File: config.mk
export PLATFORM = sky130hd
export DESIGN_NAME = mcp300x_slave
export DESIGN_NICKNAME = d
export VERILOG_FILES = /design/src/rtl/mcp300x_pkg.sv /design/src/rtl/mcp300x_sync_edge.sv /design/src/rtl/mcp300x_slave.sv
export SDC_FILE = /design/constraint.sdc
export NUM_CORES = 1
export LEC_CHECK = 0
export CORE_MARGIN = 8
export CORE_UTILIZATION = 50
export CTS_BUF_LIST = sky130_fd_sc_hd__clkbuf_4 sky130_fd_sc_hd__clkbuf_8
export DETAILED_ROUTE_END_ITERATION = 7
export GPL_TIMING_DRIVEN = 0
export HOLD_SLACK_MARGIN = 0.06
export PLACE_DENSITY = 0.8
export SLEW_MARGIN = 20
export SYNTH_ARGS = -nofsm -noshare
export SYNTH_HDL_FRONTEND = slang
export SYNTH_HIERARCHICAL = 1
export SYNTH_SLANG_ARGS = --single-unit
File: constraint.sdc
create_clock -name clk_i -period 2.8 [get_ports clk_i]
set_input_delay 0.42 -clock clk_i [delete_from_list [all_inputs] [get_ports clk_i]]
set_output_delay 0.42 -clock clk_i [all_outputs]
set_load 0.02 [all_outputs]
File: src/rtl/mcp300x_pkg.sv
// mcp300x_pkg: shared states and sizes for the MCP300x SPI ADC slave model.
// MCP300X_SLAVE_LSBF_EN adds the TAIL state (LSB-first repeat after B0).
package mcp300x_pkg;
    localparam int CMD_BITS    = 4;
    localparam int DATA_BITS   = 10;
    localparam int SYNC_STAGES = 2;
`ifdef MCP300X_SLAVE_LSBF_EN
    typedef enum logic [2:0] {IDLE, WAIT_START, CMD, NULL, DATA, TAIL} state_t;
`else
    typedef enum logic [2:0] {IDLE, WAIT_START, CMD, NULL, DATA} state_t;
`endif
endpackage

File: src/rtl/mcp300x_sync_edge.sv
// mcp300x_sync_edge: multi-flop synchronizer with rising/falling edge detect.
module mcp300x_sync_edge
    import mcp300x_pkg::*;
#(
    parameter logic INIT = 1'b0
) (
    input  logic clk_i,
    input  logic rst_i,
    input  logic d_i,
    output logic q_o,
    output logic rise_o,
    output logic fall_o
);
    logic [SYNC_STAGES-1:0] r_sync;
    logic                   r_prev;

    always_ff @(posedge clk_i or posedge rst_i) begin
        if (rst_i) begin
            r_sync <= {SYNC_STAGES{INIT}};
            r_prev <= INIT;
        end else begin
            r_sync <= {r_sync[SYNC_STAGES-2:0], d_i};
            r_prev <= r_sync[SYNC_STAGES-1];
        end
    end

    assign q_o    = r_sync[SYNC_STAGES-1];
    assign rise_o = q_o & ~r_prev;
    assign fall_o = ~q_o & r_prev;
endmodule

File: src/rtl/mcp300x_slave.sv
// mcp300x_slave: SPI slave emulating an MCP300x ADC (command decode, 10-bit readout).
// Define MCP300X_SLAVE_LSBF_EN to append the LSB-first B1..B9 tail after B0.
module mcp300x_slave
    import mcp300x_pkg::*;
#(
    parameter int FULL_RESET = 1
) (
    input  logic       clk_i,
    input  logic       rst_i,
    input  logic       ad_ncs_i,
    input  logic       ad_clk_i,
    input  logic       ad_din_i,
    output logic       ad_dout_o,
    output logic       ad_dout_oe_o,
    output logic       req_o,
    output logic [2:0] chn_o,
    output logic       single_o,
    input  logic [9:0] data_i,
    output logic       eoc_o
);
    localparam logic [3:0] CMD_N  = 4'(CMD_BITS);
    localparam logic [3:0] DATA_N = 4'(DATA_BITS);
`ifdef MCP300X_SLAVE_LSBF_EN
    localparam logic [3:0] TAIL_N = 4'(DATA_BITS - 1);
`endif

    logic w_ncs, w_ncs_rise, w_ncs_fall;
    logic w_sclk, w_rise, w_fall;
    logic w_din, w_din_rise, w_din_fall;
    logic w_unused;

    state_t     r_state, w_next;
    logic [9:0] r_shift, w_shift_n;
    logic [3:0] r_cnt, w_cnt_n;
    logic       r_dout, w_dout_n, r_oe, w_oe_n, r_req, w_req_n, r_eoc, w_eoc_n;
    logic       r_single, w_single_n;
    logic [2:0] r_chn, w_chn_n;

    mcp300x_sync_edge #(.INIT(1'b1)) u_ncs (
        .clk_i(clk_i), .rst_i(rst_i), .d_i(ad_ncs_i),
        .q_o(w_ncs), .rise_o(w_ncs_rise), .fall_o(w_ncs_fall)
    );
    mcp300x_sync_edge #(.INIT(1'b0)) u_clk (
        .clk_i(clk_i), .rst_i(rst_i), .d_i(ad_clk_i),
        .q_o(w_sclk), .rise_o(w_rise), .fall_o(w_fall)
    );
    mcp300x_sync_edge #(.INIT(1'b0)) u_din (
        .clk_i(clk_i), .rst_i(rst_i), .d_i(ad_din_i),
        .q_o(w_din), .rise_o(w_din_rise), .fall_o(w_din_fall)
    );

    assign w_unused = &{1'b0, w_ncs_rise, w_ncs_fall, w_sclk, w_din_rise, w_din_fall};

    // Readout rotates rather than shifts so the word is intact again after B0 for the tail.
    always_comb begin
        w_next     = r_state;
        w_shift_n  = r_shift;
        w_cnt_n    = r_cnt;
        w_dout_n   = r_dout;
        w_oe_n     = r_oe;
        w_req_n    = 1'b0;
        w_eoc_n    = 1'b0;
        w_chn_n    = r_chn;
        w_single_n = r_single;
        if (w_ncs) begin
            w_next   = IDLE;
            w_dout_n = 1'b0;
            w_oe_n   = 1'b0;
        end else begin
            case (r_state)
                IDLE: w_next = WAIT_START;
                WAIT_START: begin
                    if (w_rise && w_din) begin
                        w_next  = CMD;
                        w_cnt_n = '0;
                    end
                end
                CMD: begin
                    if (w_rise && r_cnt != CMD_N) begin
                        w_shift_n = {r_shift[8:0], w_din};
                        w_cnt_n   = r_cnt + 4'd1;
                        if (r_cnt == CMD_N - 4'd1) begin
                            w_req_n    = 1'b1;
                            w_single_n = r_shift[2];
                            w_chn_n    = {r_shift[1:0], w_din};
                        end
                    end else if (w_fall && r_cnt == CMD_N) begin
                        w_shift_n = data_i;
                        w_dout_n  = 1'b0;
                        w_oe_n    = 1'b1;
                        w_next    = NULL;
                    end
                end
                NULL: begin
                    if (w_fall) begin
                        w_dout_n  = r_shift[9];
                        w_shift_n = {r_shift[8:0], r_shift[9]};
                        w_cnt_n   = 4'd1;
                        w_next    = DATA;
                    end
                end
                DATA: begin
                    if (w_fall && r_cnt != DATA_N) begin
                        w_dout_n  = r_shift[9];
                        w_shift_n = {r_shift[8:0], r_shift[9]};
                        w_cnt_n   = r_cnt + 4'd1;
                        if (r_cnt == DATA_N - 4'd1) begin
                            w_eoc_n = 1'b1;
`ifdef MCP300X_SLAVE_LSBF_EN
                            w_next  = TAIL;
                            w_cnt_n = '0;
`endif
                        end
                    end else if (w_fall) begin
                        w_dout_n = 1'b0;
                    end
                end
`ifdef MCP300X_SLAVE_LSBF_EN
                TAIL: begin
                    if (w_fall && r_cnt != TAIL_N) begin
                        w_dout_n  = r_shift[1];
                        w_shift_n = {1'b0, r_shift[9:1]};
                        w_cnt_n   = r_cnt + 4'd1;
                    end else if (w_fall) begin
                        w_dout_n = 1'b0;
                    end
                end
`endif
                default: w_next = IDLE;
            endcase
        end
    end

    always_ff @(posedge clk_i or posedge rst_i) begin
        if (rst_i) r_state <= IDLE;
        else       r_state <= w_next;
    end

    always_ff @(posedge clk_i or posedge rst_i) begin
        if (rst_i) begin
            r_dout   <= 1'b0;
            r_oe     <= 1'b0;
            r_req    <= 1'b0;
            r_eoc    <= 1'b0;
            r_chn    <= '0;
            r_single <= 1'b0;
        end else begin
            r_dout   <= w_dout_n;
            r_oe     <= w_oe_n;
            r_req    <= w_req_n;
            r_eoc    <= w_eoc_n;
            r_chn    <= w_chn_n;
            r_single <= w_single_n;
        end
    end

    // The shift register and counter are always loaded before use, so their reset is optional.
    if (FULL_RESET != 0) begin : g_full_rst
        always_ff @(posedge clk_i or posedge rst_i) begin
            if (rst_i) begin
                r_shift <= '0;
                r_cnt   <= '0;
            end else begin
                r_shift <= w_shift_n;
                r_cnt   <= w_cnt_n;
            end
        end
    end else begin : g_lean_rst
        always_ff @(posedge clk_i) begin
            r_shift <= w_shift_n;
            r_cnt   <= w_cnt_n;
        end
    end

    assign ad_dout_o    = r_dout;
    assign ad_dout_oe_o = r_oe;
    assign req_o        = r_req;
    assign eoc_o        = r_eoc;
    assign chn_o        = r_chn;
    assign single_o     = r_single;
endmodule

==> results by group, run 1 <==
Die
  • Starting Density: 52.3%
  • Ports placed on the boundary: 23
  • Area of the placeable core: 3050 um^2
  • Die ar.: 5260 um^2
  • Vertical die dimension: 72.5 um
  • Die width: 72.5 um
  • Row count: 20

Global route
  • Vias in the first global route: 1,234
  • Sum of overflow across all layers after global routing: 0
  • Pin count of the biggest net entering global routing: 26
  • GRT Total Usage: 14.5%
  • First-pass GRT wire length: 5940 um
  • Number of antenna violations at the first check in global routing: 0

Clock network
  • Clk slew on worst S/H paths: 0.11 ns
  • Clock root cell: clkbuf_4
  • Insertion delay of the later-clocked pin in the worst-skew pair: 0.33 ns
  • Number of buffers created by CTS: 5
  • H-tree level count: 2
  • Post-CTS Setup Bufs: 0
  • Post-CTS sizing: 0
  • CTS tree: built
  • Hold_buf cts: 0
  • Longest Clk Path Bufs: 2
  • Num Clock Sinks: 32

Synth
  • Cells after Synth: 146
  • Total of warnings raised by yosys: 6
  • Syn_area_per_cell: 10.9 um^2
  • Number of nets produced by synthesis: 165
  • Post-synthesis instance area: 1600 um^2

Placed design
  • Number of buffers inserted by port buffering: 22
  • Total placed cells including tap cells: 212
  • Post-DP HPWL: 2600 um
  • Instance area after placement: 1870 um^2
  • Last weighted congestion value of the routability-driven placer: 0.869

Job
  • Max cap viols: 0

Critical path
  • R2r setup slk: 0.64 ns
  • Sort of element at the end of the critical path: flip-flop
  • FF-to-FF Start: r_cnt[0]
  • Family with the most delay on the worst path: compound AO/OA/AOI/OAI gates
  • Data arrival, critical path: 2.39 ns
  • Crit-path max cell delay: 0.49 ns
  • CP startpoint kind: flip-flop
  • Cell type of the slowest stage on the worst timing path: a211oi_4
  • Critical path buffers and inverters: 1
  • Data required time of the critical path: 3.03 ns
  • List of cells traversed by the critical path: inv_1 -> ha_1 -> and4b_1 -> o21ai_1 -> a211oi_4 -> mux2_2
  • End of the worst register-to-register path: r_shift[0]
  • Critical Setup Path Class: flip-flop to flip-flop
  • Crit Path Max Fanout: 10
  • Logic depth of the worst register-to-register path: 6

Timing
  • Max-slew headroom: 40.3%
  • Highest attainable clock frequency: 0.464 GHz
  • Final period util: 77.0%
  • Final Hold Viols: 0
  • Setup repair after global routing missed its margin: no
  • Count of final max-slew check failures: 0
  • Worst-margin pin slew: 0.891 ns
  • Final clock skew: 0.00815 ns
  • Finish-stage setup viols: 0
  • Summed negative setup slack over all endpoints: 0 ns
  • Post-layout min period: 2.16 ns

Routing
  • Wire length on met3: 148 um
  • Via-per-instance ratio: 5.26
  • Vias post-DR: 1,157
  • Final WL: 3460 um
  • Number of antenna-violating nets in the routed design: 0
  • Mean routed wirelength per cell: 15.7 um
  • Detailed-route wire length on metal 1: 1490 um
  • Initial DRT Pass Iterations: 4
  • Top layer used by detailed routing: met4
  • Detailed Route Iter0 Violations: 66
  • Total length of routed met2 wires: 1780 um
  • DRC violation count after routing: 0

Worst hold path
  • Type of the most critical hold path: input pin to asynchronous set/reset pin

Final layout
  • Number of non-filler instances in the completed layout: 220
  • Share of post-route cells with drive strength above 1: 15.9%
  • Net count reported at finish: 194
  • Ant diodes: 0
  • Layout overhead on the synthesized area: 22.3%
  • Share of the core filled with cells: 63.9%
  • Post-route cell area: 1950 um^2

Power
  • Final total power: 0.00105 W
  • Maximum resistive drop on vdd: 424 uV
  • Areal power density over the cells: 539 nW/um^2
  • Leakage power of the design: 0.858 nW

Status
  • Run status: finished clean
placed cells by master, fill, tap and decap left out, types with 4 or more instances in the layout:
| cell | instances |
|---|---|
| a21oi_1 | 11 |
| clkbuf_4 | 5 |
| mux2i_1 | 12 |
| inv_1 | 6 |
| nand2_1 | 6 |
| mux2_2 | 5 |
| dfrtp_1 | 30 |
| nand3_1 | 4 |
| ha_1 | 4 |
| clkdlybuf4s50_1 | 22 |
| nor2_1 | 20 |
| o21ai_0 | 6 |
worst max path at each step:
stage / start / to / slack, ns / cells past startpoint
4_1_cts: r_cnt[0] / r_shift[0] / 0.62 / 6
6_report: r_cnt[0] / r_shift[0] / 0.64 / 6
2_1_floorplan: r_cnt[0] / r_shift[0] / 0.96 / 6
3_3_place_gp: r_cnt[0] / r_shift[0] / 0.73 / 6
5_1_grt: r_cnt[0] / r_shift[0] / 0.48 / 6
3_5_place_dp: r_cnt[0] / r_shift[0] / 0.64 / 6
sequential cells by signal, summed over array words and instances, names as in the netlist:
name          cells
single_o          1
u_clk/r_prev      1
u_clk/r_sync      2
req_o             1
r_state           3
ad_dout_o         1
r_cnt             4
u_din/r_sync      2
u_ncs/r_sync      2
ad_dout_oe_o      1
chn_o             3
r_shift          10
eoc_o             1
per-stage QoR:
stage | worst slack, ns | hold slack, ns
final | 0.643 | 0.299
after global routing | 0.483 | 0.335
after CTS | 0.623 | 0.292
after detailed placement | 0.639 | 0.336
after global placement | 0.734 | 0.336
after floorplan | 0.961 | 0.161
power breakdown:
group / switching (W) / internal [W] / leakage, nW
Combinational: 0.0000700 / 0.0000715 / 0.427
Sequential: 0.0000415 / 0.000517 / 0.390
Clock: 0.000165 / 0.000186 / 0.0412
layout make-up:
| type | count | area [um^2] |
|---|---|---|
| clock inverters | 3 | 42.5 |
| well taps | 44 | 55.1 |
| repair buffers | 22 | 220 |
| clock buffers | 5 | 37.5 |
| multi-input cells | 100 | 722 |
| inverters | 7 | 26.3 |
| flip-flops and latches | 32 | 803 |
| fillers | 255 | 1100 |
| plain buffers | 7 | 45.0 |
routing by layer:
| layer | global-route usage [%] | vias up |
|---|---|---|
| li1 | - | 566 |
| met1 | 17.8 | 562 |
| met2 | 23.4 | 24 |
| met3 | 3.99 | 5 |
| met4 | 5.78 | 0 |
| met5 | 0 | - |
(Power assumes the default switching activity.)
==> run 2: changes to the inputs <==
Clock period 2.8 ns to 2.2 ns, I/O delays scaled along.
==> run 2 against run 1 <==
Net effect:
- clock power up 27%
- utilization is 0.74 points higher
- count of clock-buffer cells in the layout is the same
- setup slack worse by 0.46 ns
- total power up 28%
- die area is the same
- design area grew 1.2%
- non-clock buffer count increased by 3
- first-iteration DRC count down 4.5%
- worst hold slack worse by 0.085 ns
==> results by group, run 2 (synthesis results as in run 1) <==
Placed design
  • Last weighted congestion value of the routability-driven placer: 0.869 (unchanged)
  • Number of buffers inserted by port buffering: 22 (unchanged)
  • Post-DP HPWL: 2600 um (unchanged)

Global route
  • Fraction of met1 tracks used by global routing: 17.8% (unchanged)
  • First-pass GRT wire length: 5940 um (unchanged)
  • Sum of overflow across all layers after global routing: 0 (unchanged)
  • Met2 GRT Util: 23.4% (unchanged)
  • Vias in the first global route: 1,234 (unchanged)
  • Busiest layer in global routing: met2
  • GR Layer Usage met3: 3.99% (unchanged)
  • GRT Total Usage: 14.5% (unchanged)
  • Number of antenna violations at the first check in global routing: 0 (unchanged)
  • Pin count of the biggest net entering global routing: 26 (unchanged)

Clock network
  • Post-CTS Setup Bufs: 0 (unchanged)
  • Longest Clk Path Bufs: 2 (unchanged)
  • Num Clock Sinks: 32 (unchanged)
  • H-tree level count: 2 (unchanged)
  • CTS tree: built
  • Insertion delay of the later-clocked pin in the worst-skew pair: 0.33 ns (about the same)
  • Clock root cell: clkbuf_4
  • Hold_buf cts: 0 (unchanged)
  • Post-CTS sizing: 0 (unchanged)
  • Clk slew on worst S/H paths: 0.11 ns (about the same)
  • Number of buffers created by CTS: 5 (unchanged)

Timing
  • Final period util: 91.6% (+15 points)
  • Min Hold Slack: 0.215 ns (-0.0848 ns)
  • Setup repair after global routing missed its margin: no
  • Max-slew headroom: 39.1% (-1.1 points)
  • Post-layout min period: 2.02 ns (-0.141 ns)
  • Summed negative setup slack over all endpoints: 0 ns (unchanged)
  • Finish-stage setup viols: 0 (unchanged)
  • Worst-margin pin slew: 0.907 ns (+0.0167 ns)
  • Final clock skew: 0.00547 ns (-0.00269 ns)
  • Highest attainable clock frequency: 0.496 GHz (+7.0%)
  • Count of final max-slew check failures: 0 (unchanged)
  • Final Hold Viols: 0 (unchanged)

Critical path
  • Data arrival, critical path: 2.24 ns (-0.15 ns)
  • CP startpoint kind: flip-flop
  • Crit-path max cell delay: 0.45 ns (-0.04 ns)
  • Critical Setup Path Class: flip-flop to flip-flop
  • List of cells traversed by the critical path: inv_1 -> ha_1 -> and4b_1 -> o21ai_1 -> a211oi_4 -> mux2_2
  • Crit Path Max Fanout: 5 (-5)
  • Logic depth of the worst register-to-register path: 6 (unchanged)
  • Cell type of the slowest stage on the worst timing path: dfrtp_1
  • Family with the most delay on the worst path: compound AO/OA/AOI/OAI gates
  • Sort of element at the end of the critical path: flip-flop
  • Logic depth of the worst setup path including buffers: 6 (unchanged)
  • Critical path buffers and inverters: 1 (unchanged)
  • Data required time of the critical path: 2.43 ns (-0.60 ns)

Die
  • Ports placed on the boundary: 23 (unchanged)
  • Starting Density: 52.3% (unchanged)
  • Row count: 20 (unchanged)
  • Die width: 72.5 um (unchanged)
  • Area of the placeable core: 3050 um^2 (unchanged)
  • Vertical die dimension: 72.5 um (unchanged)
  • Die ar.: 5260 um^2 (unchanged)

Final layout
  • Most flop-heavy register: r_shift
  • Net count reported at finish: 197 (+1.5%)
  • Registers with the most flip-flops: r_shift x10, r_cnt x4
  • Number of flip-flops under the largest register name: 10 (unchanged)
  • Highest-count cells in the layout ignoring fill and taps: dfrtp_1 (30), clkdlybuf4s50_1 (22), nor2_1 (20)
  • Leading cell type in the layout, fill and taps excluded: dfrtp_1
  • Share of post-route cells with drive strength above 1: 17.3% (+1.4 points)
  • Ant diodes: 0 (unchanged)
  • Layout overhead on the synthesized area: 23.7%

Routing
  • Via-per-instance ratio: 5.19 (-1.3%)
  • Mean routed wirelength per cell: 15.8 um (+0.57%)
  • Detailed Route Iter0 Violations: 63 (-4.5%)
  • Vias post-DR: 1,158 (+0.086%)
  • Initial DRT Pass Iterations: 4 (unchanged)
  • Number of antenna-violating nets in the routed design: 0 (unchanged)
  • Final WL: 3520 um (+1.9%)
  • DRC violation count after routing: 0 (unchanged)

Status
  • Run status: finished clean

Worst hold path
  • Type of the most critical hold path: input pin to asynchronous set/reset pin

Power
  • Areal power density over the cells: 680 nW/um^2 (+26%)
  • Leakage power of the design: 0.874 nW (+1.9%)
  • Maximum resistive drop on vdd: 542 uV (+28%)

Job
  • Max cap viols: 0 (unchanged)
[run 2: cell types whose count changed in the layout (fill, tap and decap cells not counted), sizes merged]
cell  change
buf       +3
[run 2: power by group]
part	switching, W	internal (W)	leakage (nW)
Clock	0.000210	0.000237	0.0412
Sequential	0.0000538	0.000659	0.390
Combinational	0.0000915	0.0000925	0.443
[run 2: final cells by class]
cell class                 count  area (um^2)
clock buffer                   5         37.5
multi-input combinational    100          722
clock inverter                 3         42.5
sequential                    32          803
buffer                         7         45.0
timing repair buffer          25          243
fill                         255         1080
inverter                       7         26.3
tap                           44         55.1
[run 2: worst paths after layout]
kind	slack, ns	to	start
worst min register to register	0.36	u_clk/r_sync[1]	u_clk/r_sync[0]
max in group asynchronous	1.31	r_cnt[3]	rst_i
min in group clk_i	0.36	u_clk/r_sync[1]	u_clk/r_sync[0]
worst max-delay path	0.18	r_shift[0]	r_cnt[0]
worst min-delay path	0.21	u_din/r_sync[0]	rst_i
worst max register to register	0.18	r_shift[0]	r_cnt[0]
[run 2: per-stage QoR]
step | total power (W) | util (%) | setup slack [ns] | instances | area [um^2]
3_3_place_gp | 0.000886 | 61.3 | 0.134 | 212 | 1870
4_1_cts | 0.00135 | 63.9 | 0.0230 | 220 | 1950
5_1_grt | 0.00141 | 64.7 | 0.0954 | 223 | 1970
6_report | 0.00134 | 64.7 | 0.184 | 223 | 1970
3_5_place_dp | 0.000905 | 61.3 | 0.0394 | 212 | 1870
2_1_floorplan | 0.000832 | - | 0.361 | 146 | 1600
[run 2: routing by layer]
layer  vias to the layer above  wire length [um]
li1                        572                 -
met1                       559              1550
met2                        23              1790
met3                         4               147
met4                         0                36
met5                         -                 0
[run 2: worst register-to-register path: stages, from the launching register on]
cell and delay, ns:
dfrtp_1 0.45, inv_1 0.13, ha_1 0.20, and4b_1 0.28, o21ai_1 0.12, a211oi_4 0.36, mux2_2 0.38
==> run 3: changes to the inputs <==
Settings changed: CTS_CLUSTER_SIZE set to 30, SKIP_LAST_GASP set to 1.
Clock period 2.2 ns to 2.18 ns, I/O delays scaled along.
==> results of run 3 <==
The final DEF is identical to that of run 2. Status: finished clean.
Main changes from that run: setup slack after placement 0.0394 ns -> 0.0194 ns; setup slack after layout 0.184 ns -> 0.164 ns; hold slack 0.215 ns -> 0.212 ns; register-to-register setup slack 0.18 ns -> 0.16 ns; total power 0.00134 W -> 0.00136 W; worst IR drop on VDD 542 uV -> 547 uV
==> edit, RTL diff (flow settings as in run 1) <==
Change the package constant `SYNC_STAGES` from 2 to 4.
--- a/src/rtl/mcp300x_pkg.sv
+++ b/src/rtl/mcp300x_pkg.sv
@@ -3,7 +3,7 @@
 package mcp300x_pkg;
     localparam int CMD_BITS    = 4;
     localparam int DATA_BITS   = 10;
-    localparam int SYNC_STAGES = 2;
+    localparam int SYNC_STAGES = 4;
 `ifdef MCP300X_SLAVE_LSBF_EN
     typedef enum logic [2:0] {IDLE, WAIT_START, CMD, NULL, DATA, TAIL} state_t;
 `else
Check against the original RTL: same outputs for any inputs over 10 cycles, from zero or initial values and one cycle with rst_i high; that may be too few to reach the edited logic, so the function may still have changed.
==> edit against run 1 <==
Final area increased by 7.1%; die area grew 7.4%; non-clock buffer count stayed put; wire length shrank 2.0%; worst setup slack lost 46 ps; area after synthesis rose by 9.6%; highest routed layer unchanged; sequential cell count up 6; clock power fell by 13%; worst hold slack better by 35 ps; critical path depth is the same; sequential power is 16% higher; power is 3.8% higher; critical endpoint unchanged; first-iteration DRC count fell by 26%.
==> edit: results (changes against run 1) <==
status complete, no violations; Total GRT Usage 13.6% (-0.82 points); share of cells above drive strength 1 16.5% (+0.57 points); H-tree Lvls 2 (unchanged); Clk pin slew, worst setup/hold paths 120 ps; Detailed Routing Iterations Pass 1 5 (+1); Arr. time, crit path 2440 ps (+50 ps); via count of the routed design 1,223 (+5.7%); total CTS buffers 5 (unchanged); internal power 799 uW (+3.1%); Setup Buffers After CTS 0 (unchanged); Crit Path Max Fanout 10 (unchanged); port bufs 22 (unchanged); Mapped Nets 171 (+3.6%); number of flip-flops in the largest register 10 (unchanged); Yosys warnings 6 (unchanged); Fillers 273 (+7.1%); Root Driver clkbuf_4; largest stage delay on the critical path 510 ps (+20 ps); Largest Register r_shift; clock buffer depth 2 (unchanged); family with the most delay on the worst path compound AO/OA/AOI/OAI gates; clk_lat worst skew 340 ps; WL per Instance 14.8 um (-5.5%); Leak 0.919 nW (+7.1%); worst slew pin tran 888 ps (-2.94 ps); largest net degree at the start of global routing 26 (unchanged); Final Non-Filler Cells 228 (+3.6%); Syn Inst Count 152 (+4.1%); initial antenna violation count 0 (unchanged); first-iteration detailed-routing DRC count 49 (-26%); clk_skew 8.09 ps (-0.0684 ps); dpl cells 220 (+3.8%); pre-CTS setup slack 685 ps (+45.7 ps); slowest cell on the critical path a211oi_4; number of global-route vias before repair 1,273 (+3.2%); CTS-repair resized insts 0 (unchanged); Layout Nets 200 (+3.1%); hold crit path type input pin to async pin; antenna fix cells 0 (unchanged); Peak VDD IR 317 uV (-25%); DP Wirelength 2.46 mm (-5.4%); Placer Congestion 0.837 (-3.7%); first-pass GRT wire length 5.84 mm (-1.6%)
edit: metal layers:
| layer | GRT usage (%) | vias up | share of wire [%] |
|---|---|---|---|
| met4 | 7.25 | 0 | 1.5 |
| met1 | 16.9 | 597 | 45 |
| li1 | - | 587 | - |
| met2 | 20.7 | 33 | 48 |
| met5 | 0 | - | 0 |
| met3 | 4.26 | 6 | 5.7 |
edit: worst register-to-register path, cell delays in order, from the launching register on:
cell      delay (ps)
dfrtp_1          460
inv_1            130
ha_1             190
and4b_1          290
o21ai_1          120
a211oi_4         510
mux2_2           400
edit: per-stage QoR:
| step | util, % | cell area [um2] | hold WS, ps |
|---|---|---|---|
| global route | 62.7 | 2090 | 338 |
| detailed placement | 60.7 | 2030 | 340 |
| floorplan | - | 1750 | 186 |
| finish | 62.7 | 2090 | 334 |
| global placement | 60.7 | 2030 | 337 |
| CTS | 62.7 | 2090 | 322 |
edit: area by class of cell:
class                   count  area share (%)
plain buffers               7            2.15
clock buffers               6            2.45
clock inverters             2           0.598
inverters                   7            1.26
multi-input cells         100            34.5
flip-flops and latches     38            45.7
well taps                  46            2.75
repair buffers             22            10.5
edit: path summary, 6_finish.rpt:
path	startpoint	endpoint	slack, ps	depth (start not counted)
worst max-delay path	r_cnt[0]	r_shift[0]	600	6
worst min-delay path	rst_i	u_din/r_sync[1]	330	2
worst max register to register	r_cnt[0]	r_shift[0]	600	6
worst min register to register	u_clk/r_sync[1]	u_clk/r_sync[2]	360	0
max in group asynchronous	rst_i	ad_dout_oe_o	1850	2
min in group clk_i	u_clk/r_sync[1]	u_clk/r_sync[2]	360	0
edit: power groups by stage:
stage	registers [mW]	clock network [mW]	logic, mW
2_1_floorplan	0.645	0	0.101
3_3_place_gp	0.654	0	0.133
3_5_place_dp	0.659	0	0.139
4_1_cts	0.648	0.311	0.141
5_1_grt	0.654	0.338	0.159
6_report	0.648	0.305	0.139
